==> src/rtl/ps2_kbd_ascii.sv <==
`default_nettype none
// ============================================================================
// Module   : ps2_kbd_ascii
// Brief    : PS/2 set-2 keyboard receiver with modifier tracking and ASCII
//            output strobe. Optional caps lock via KBD_CAPSLOCK_EN.
// Revision : 1.0  initial release
// ============================================================================
module ps2_kbd_ascii #(
    parameter int TIMEOUT_CYC = 50000
) (
    input  logic       clk,
    input  logic       reset,
    input  logic       ps2_clk,
    input  logic       ps2_data,
    output logic [7:0] key_out,
    output logic       p_valid,
    output logic [7:0] scan_code,
    output logic       scan_valid,
    output logic       err,
    output logic       shift_st
);
    localparam int                 c_TMR_W   = $clog2(TIMEOUT_CYC + 1);
    localparam logic [c_TMR_W-1:0] c_TMR_MAX = c_TMR_W'(TIMEOUT_CYC);

    typedef enum logic [1:0] {ST_IDLE, ST_BRK, ST_EXT, ST_EXT_BRK} state_t;

    logic [2:0]         ps2c_q;
    logic [1:0]         ps2d_q;
    logic [3:0]         bitcnt_q;
    logic [7:0]         shreg_q;
    logic               parity_q;
    logic [c_TMR_W-1:0] timer_q;
    logic [7:0]         scan_code_q;
    logic               scan_valid_q;
    logic               err_q;
    state_t             state_q, state_d;
    logic               lshift_q, lshift_d;
    logic               rshift_q, rshift_d;
    logic [7:0]         key_q, key_d;
    logic               pval_q, pval_d;
    logic               w_fall;
    logic               w_bit;
    logic               w_upper;
    logic [9:0]         w_map;

    assign w_fall = ps2c_q[2] & ~ps2c_q[1];
    assign w_bit  = ps2d_q[1];

    // {mapped, is_letter, ascii}; letters are returned lowercase
    function automatic logic [9:0] map_code(input logic [7:0] c);
        logic [9:0] r;
        case (c)
            8'h1C: r = {2'b11, 8'h61}; 8'h32: r = {2'b11, 8'h62};
            8'h21: r = {2'b11, 8'h63}; 8'h23: r = {2'b11, 8'h64};
            8'h24: r = {2'b11, 8'h65}; 8'h2B: r = {2'b11, 8'h66};
            8'h34: r = {2'b11, 8'h67}; 8'h33: r = {2'b11, 8'h68};
            8'h43: r = {2'b11, 8'h69}; 8'h3B: r = {2'b11, 8'h6A};
            8'h42: r = {2'b11, 8'h6B}; 8'h4B: r = {2'b11, 8'h6C};
            8'h3A: r = {2'b11, 8'h6D}; 8'h31: r = {2'b11, 8'h6E};
            8'h44: r = {2'b11, 8'h6F}; 8'h4D: r = {2'b11, 8'h70};
            8'h15: r = {2'b11, 8'h71}; 8'h2D: r = {2'b11, 8'h72};
            8'h1B: r = {2'b11, 8'h73}; 8'h2C: r = {2'b11, 8'h74};
            8'h3C: r = {2'b11, 8'h75}; 8'h2A: r = {2'b11, 8'h76};
            8'h1D: r = {2'b11, 8'h77}; 8'h22: r = {2'b11, 8'h78};
            8'h35: r = {2'b11, 8'h79}; 8'h1A: r = {2'b11, 8'h7A};
            8'h45: r = {2'b10, 8'h30}; 8'h16: r = {2'b10, 8'h31};
            8'h1E: r = {2'b10, 8'h32}; 8'h26: r = {2'b10, 8'h33};
            8'h25: r = {2'b10, 8'h34}; 8'h2E: r = {2'b10, 8'h35};
            8'h36: r = {2'b10, 8'h36}; 8'h3D: r = {2'b10, 8'h37};
            8'h3E: r = {2'b10, 8'h38}; 8'h46: r = {2'b10, 8'h39};
            8'h29: r = {2'b10, 8'h20}; 8'h5A: r = {2'b10, 8'h0A};
            8'h66: r = {2'b10, 8'h08};
            default: r = 10'h000;
        endcase
        return r;
    endfunction

    // Synchronizers idle high so reset release never fakes a falling edge
    always_ff @(posedge clk) begin
        if (reset) begin
            ps2c_q <= 3'b111;
            ps2d_q <= 2'b11;
        end else begin
            ps2c_q <= {ps2c_q[1:0], ps2_clk};
            ps2d_q <= {ps2d_q[0], ps2_data};
        end
    end

    always_ff @(posedge clk) begin
        if (reset) begin
            bitcnt_q     <= 4'd0;
            shreg_q      <= 8'h00;
            parity_q     <= 1'b0;
            timer_q      <= '0;
            scan_code_q  <= 8'h00;
            scan_valid_q <= 1'b0;
            err_q        <= 1'b0;
        end else begin
            scan_valid_q <= 1'b0;
            err_q        <= 1'b0;
            if (w_fall) begin
                timer_q <= '0;
                case (bitcnt_q)
                    4'd0: begin
                        if (!w_bit) bitcnt_q <= 4'd1;
                        else        err_q    <= 1'b1;
                    end
                    4'd9: begin
                        parity_q <= w_bit;
                        bitcnt_q <= 4'd10;
                    end
                    4'd10: begin
                        bitcnt_q <= 4'd0;
                        if (w_bit && (^{shreg_q, parity_q})) begin
                            scan_valid_q <= 1'b1;
                            scan_code_q  <= shreg_q;
                        end else begin
                            err_q <= 1'b1;
                        end
                    end
                    default: begin
                        shreg_q  <= {w_bit, shreg_q[7:1]};
                        bitcnt_q <= (bitcnt_q > 4'd10) ? 4'd0 : bitcnt_q + 4'd1;
                    end
                endcase
            end else begin
                if (timer_q != c_TMR_MAX) timer_q <= timer_q + c_TMR_W'(1);
                if (bitcnt_q != 4'd0 && timer_q == c_TMR_MAX - c_TMR_W'(1)) begin
                    bitcnt_q <= 4'd0;
                    err_q    <= 1'b1;
                end
            end
        end
    end

`ifdef KBD_CAPSLOCK_EN
    logic caps_q, caps_d;
    assign w_upper = (lshift_q | rshift_q) ^ caps_q;
    always_ff @(posedge clk) begin
        if (reset) caps_q <= 1'b0;
        else       caps_q <= caps_d;
    end
`else
    assign w_upper = lshift_q | rshift_q;
`endif

    assign w_map = map_code(scan_code_q);

    always_comb begin
        state_d  = state_q;
        lshift_d = lshift_q;
        rshift_d = rshift_q;
        key_d    = key_q;
        pval_d   = 1'b0;
`ifdef KBD_CAPSLOCK_EN
        caps_d   = caps_q;
`endif
        if (scan_valid_q) begin
            case (state_q)
                ST_IDLE: begin
                    if (scan_code_q == 8'hF0) begin
                        state_d = ST_BRK;
                    end else if (scan_code_q == 8'hE0) begin
                        state_d = ST_EXT;
                    end else begin
                        if (scan_code_q == 8'h12) lshift_d = 1'b1;
                        if (scan_code_q == 8'h59) rshift_d = 1'b1;
`ifdef KBD_CAPSLOCK_EN
                        if (scan_code_q == 8'h58) caps_d = ~caps_q;
`endif
                        if (w_map[9]) begin
                            pval_d = 1'b1;
                            key_d  = (w_map[8] && w_upper) ? w_map[7:0] - 8'h20 : w_map[7:0];
                        end
                    end
                end
                ST_BRK: begin
                    if (scan_code_q == 8'h12) lshift_d = 1'b0;
                    if (scan_code_q == 8'h59) rshift_d = 1'b0;
                    state_d = ST_IDLE;
                end
                ST_EXT: begin
                    if (scan_code_q == 8'hF0) begin
                        state_d = ST_EXT_BRK;
                    end else begin
                        if (scan_code_q == 8'h5A) begin
                            pval_d = 1'b1;
                            key_d  = 8'h0A;
                        end
                        state_d = ST_IDLE;
                    end
                end
                default: state_d = ST_IDLE;
            endcase
        end
    end

    always_ff @(posedge clk) begin
        if (reset) begin
            state_q  <= ST_IDLE;
            lshift_q <= 1'b0;
            rshift_q <= 1'b0;
            key_q    <= 8'h00;
            pval_q   <= 1'b0;
        end else begin
            state_q  <= state_d;
            lshift_q <= lshift_d;
            rshift_q <= rshift_d;
            key_q    <= key_d;
            pval_q   <= pval_d;
        end
    end

    assign key_out    = key_q;
    assign p_valid    = pval_q;
    assign scan_code  = scan_code_q;
    assign scan_valid = scan_valid_q;
    assign err        = err_q;
    assign shift_st   = lshift_q | rshift_q;

endmodule
`default_nettype wire

==> config.mk <==
export PLATFORM = sky130hd
export DESIGN_NAME = ps2_kbd_ascii
export DESIGN_NICKNAME = d
export VERILOG_FILES = /design/src/rtl/ps2_kbd_ascii.sv
export SDC_FILE = /design/constraint.sdc
export NUM_CORES = 1
export LEC_CHECK = 0
export ABC_AREA = 1
export ABC_CLOCK_PERIOD_IN_PS = 4100
export CAP_MARGIN = 5
export CORE_ASPECT_RATIO = 0.5
export CORE_MARGIN = 2
export CORE_UTILIZATION = 36
export CTS_BUF_LIST = sky130_fd_sc_hd__clkbuf_4 sky130_fd_sc_hd__clkbuf_8
export DETAILED_ROUTE_END_ITERATION = 8
export HOLD_SLACK_MARGIN = 0.08
export MAX_ROUTING_LAYER = met4
export PLACE_DENSITY = 0.63
export SYNTH_ARGS = -nofsm -noshare
export SYNTH_HDL_FRONTEND = slang
export SYNTH_SLANG_ARGS = --single-unit
==> constraint.sdc <==
create_clock -name clk -period 4.1 [get_ports clk]
set_input_delay 0.615 -clock clk [delete_from_list [all_inputs] [get_ports clk]]
set_output_delay 0.615 -clock clk [all_outputs]
set_load 0.1 [all_outputs]
==> flow_metrics.tcl <==
set metrics [dict create \
    synth-seq-area-share 0.351 \
    pin_count 24 \
    post_cts_hold_buffer_count 0 \
    drt_first_pass_iters 4 \
    power_frac_clock 0.480 \
    clock_tree.htree_level_count 3 \
    clock_insertion_delay_worst_skew_ns 0.34 \
    highest_layer "met4" \
    place.gp.congestion 0.916 \
    detail_route.wirelength.met1_microns 4160 \
    netlist_top_cells_area "dfxtp_1, nand2_1, inv_1" \
    final_max_slew_viol_count 0 \
    cp_num_buf_inv 2 \
    report.power.total_mw 1.32 \
    hold_violations 0 \
    timing.max_slew.rel_slack 0.351 \
    vdd_ir_drop_max_uv 179 \
    clock_pin_slew_worst_setup_and_hold_paths_ns 0.07 \
    ys_async_sr_fraction 0 \
    flip_flop_and_latch_count_after_synthesis 65 \
    timing.critical_path.from "bitcnt_q[0]" \
    max_clock_freq_mhz 317 \
    cell_count_after_synthesis 553 \
    cap_violations 0 \
    rows 26 \
    postRouteAntennaNets 0 \
    critical_path_required_ns 4.39 \
    cts.repair_timing.setup_buffer_count 0 \
    yosysWarningCount 0 \
    portbufs 23 \
    setup_ws_final_ns 0.941 \
    stdcell_count 721 \
    post_dp_cell_area_sq_um 4050 \
    grt_setup_unrepaired "false" \
    wl_per_cell_microns 11.7 \
    antenna-diode-count 0 \
    crit_path_cells "inv_1, ha_1, nand2_1, nor2_2, nand4_2, nand2_1, nand3_2, inv_2, ha_1, or2_0, nand2_1, nand2_1, nand3_1, nand2_1, nand2_1, nand2_1, nand2_1" \
    overflow 0 \
    grt_antenna_before_repair 0 \
    layout_cell_share_with_drive_strength_beyond_1 0.0981 \
    mostFrequentLayoutCells "nand2_1, inv_1, dfxtp_1, a21oi_1, o21ai_0" \
    largest_stage_delay_worst_path_ns 0.42 \
    share_comb_of_total_power 0.034 \
    fin_crit_sh 0.771 \
    dp_hpwl_microns 6430 \
    detail_route.drc_violations 0 \
    netlist_area_sq_um 3710 \
    postSynthNetCount 570 \
    status "finished, final reports clean" \
    synth-main-ff-cell "dfxtp_1" \
    number_of_buffers_added_by_the_clock_tree_synthesis_step 9 \
    layout.cells.most_common "nand2_1" \
    sequentialPowerShare 0.487 \
    worstSetupStartpointType "flip-flop" \
    via_count 3462 \
    final_net_count 593 \
    hold_end "ps2d_q[1]" \
    floorplan.initialDensity 0.366 \
    synth.largest_area_cell "dfxtp_1" \
    crit_path_frequent_cell "nand2_1" \
    power_switching_mw 0.271 \
    layout_stage_area_growth_over_the_synthesis_result_pct 15.6 \
    die-height_microns 75.7 \
    fill_cells 1052 \
    worstRegToRegCells 17 \
    die_width_microns 147 \
    ctsLongestPathBuffers 2 \
    synth_edf_count 0 \
    swShare 0.206 \
    tritoncts "yes" \
    hold_ws_ns 0.417 \
    pre_cts_ws_ns 0.977 \
    standby_leakage_power_nw 1.84 \
    clock_skew_ns 0.00458 \
    critical_path.max_fanout 13 \
    cp_top_family "simple AND/OR/NAND/NOR gates" \
    ff2ff_setup_slack_ns 0.94 \
    setup_tns_ns 0 \
    stdcell_area_sq_um 4280 \
    drt-total-wl_microns 8470 \
    first_pass_grt_wire_length_microns 14400 \
    detail_route.vias_per_cell 4.80 \
    timing.final.crit_period_ns 3.16 \
    grt_start_max_net_pins 22 \
    worstHoldPathCells 1 \
    timing.hold.worst.start "ps2d_q[0]" \
    ctsResizeCount 0 \
    dr_wl_met2_microns 3830 \
    power_density_nw_per_um2 308 \
    endpoint_kind "flip-flop" \
    first_global_vias 3194 \
    die_area_sq_um 11200 \
    post_synth.cell_area_avg_sq_um 6.70 \
    core_sq_um 10100 \
    r2r_start "bitcnt_q[0]" \
    cp_slowest_cell "nand4_2" \
    report.final.setup_viol 0 \
    critical_path_class "flip-flop to flip-flop" \
    synth.top_cell.area_share 0.351 \
    crit_arrival_ns 3.45 \
    cts-root-buf "clkbuf_8" \
    synth.distinct_cells 40 \
    drt_first_iter_violations 244 \
    dp.cells 705 \
    worst_pin_slew_ns 0.971 \
    hold_class "flip-flop to flip-flop" \
    internal-power_mw 1.05 \
    grt_util_all_layers 0.168 \
    detailroute.wirelength.met3_microns 367 \
    cts.sink_count 65 \
    post-route-util 0.423 \
]
[worst register-to-register path: cells and delay by family (launching register included)]
kind,cells,cell delay (ns)
DFF,1,0.36
adders and majority gates,2,0.45
buffers and inverters,2,0.34
and+or+nand+nor,13,1.95
[metal layers]
layer	vias up	track usage
met3	12	0.0449
li1	1835	-
met2	65	0.281
met5	-	-
met1	1550	0.202
met4	0	0.0545
[cell usage after synthesis (2+ instances only)]
cell type,instances
dfxtp_1,65
ha_1,13
a21oi_1,44
nand2_1,163
buf_2,2
nand4_1,14
a31oi_1,5
nor3_1,10
buf_6,4
nor4_1,4
nor2_1,35
nand3_1,29
a221oi_1,2
clkbuf_1,8
nand3_2,4
xnor2_1,2
o21ai_0,36
xor2_1,2
nand2_2,7
inv_1,68
nor2_2,6
nor2_4,2
inv_2,6
nand4_2,2
or2_2,4
a211oi_1,2
[final cells by class]
cell class | count | area (sq um) | share of cell area
Multi-Input combinational cell | 399 | 2040 | 0.475
Sequential cell | 65 | 1300 | 0.304
Inverter | 75 | 284 | 0.0663
Timing Repair Buffer | 26 | 253 | 0.0590
Tap cell | 140 | 175 | 0.0409
Clock buffer | 14 | 174 | 0.0406
Clock inverter | 2 | 60.1 | 0.0140
[worst max path at each step]
stage,cells after the start,slack (ns),endpoint
3_5_place_dp,13,0.98,flip-flop
4_1_cts,17,0.96,flip-flop
3_3_place_gp,18,0.95,flip-flop
2_1_floorplan,14,1.62,flip-flop
5_1_grt,18,0.68,flip-flop
6_report,17,0.94,flip-flop
[cells by family after synthesis]
logic type,Yosys count,synth area share
AOI/OAI and AO/OA,98,0.149
xor gates and xnor gates,4,0.00945
adders and majority gates,13,0.0439
buffers and inverters,89,0.0996
DFF,65,0.351
and+or+nand+nor,284,0.347
[power by group through the flow]
stage          clock (mW)  combinational (mW)  sequential, mW
6_report            0.633              0.0446           0.642
5_1_grt             0.675              0.0515           0.643
4_1_cts             0.646              0.0449           0.642
3_5_place_dp            0              0.0448           0.656
3_3_place_gp            0              0.0441           0.656
2_1_floorplan           0              0.0312           0.656
Power figures use the tool's default switching activity.
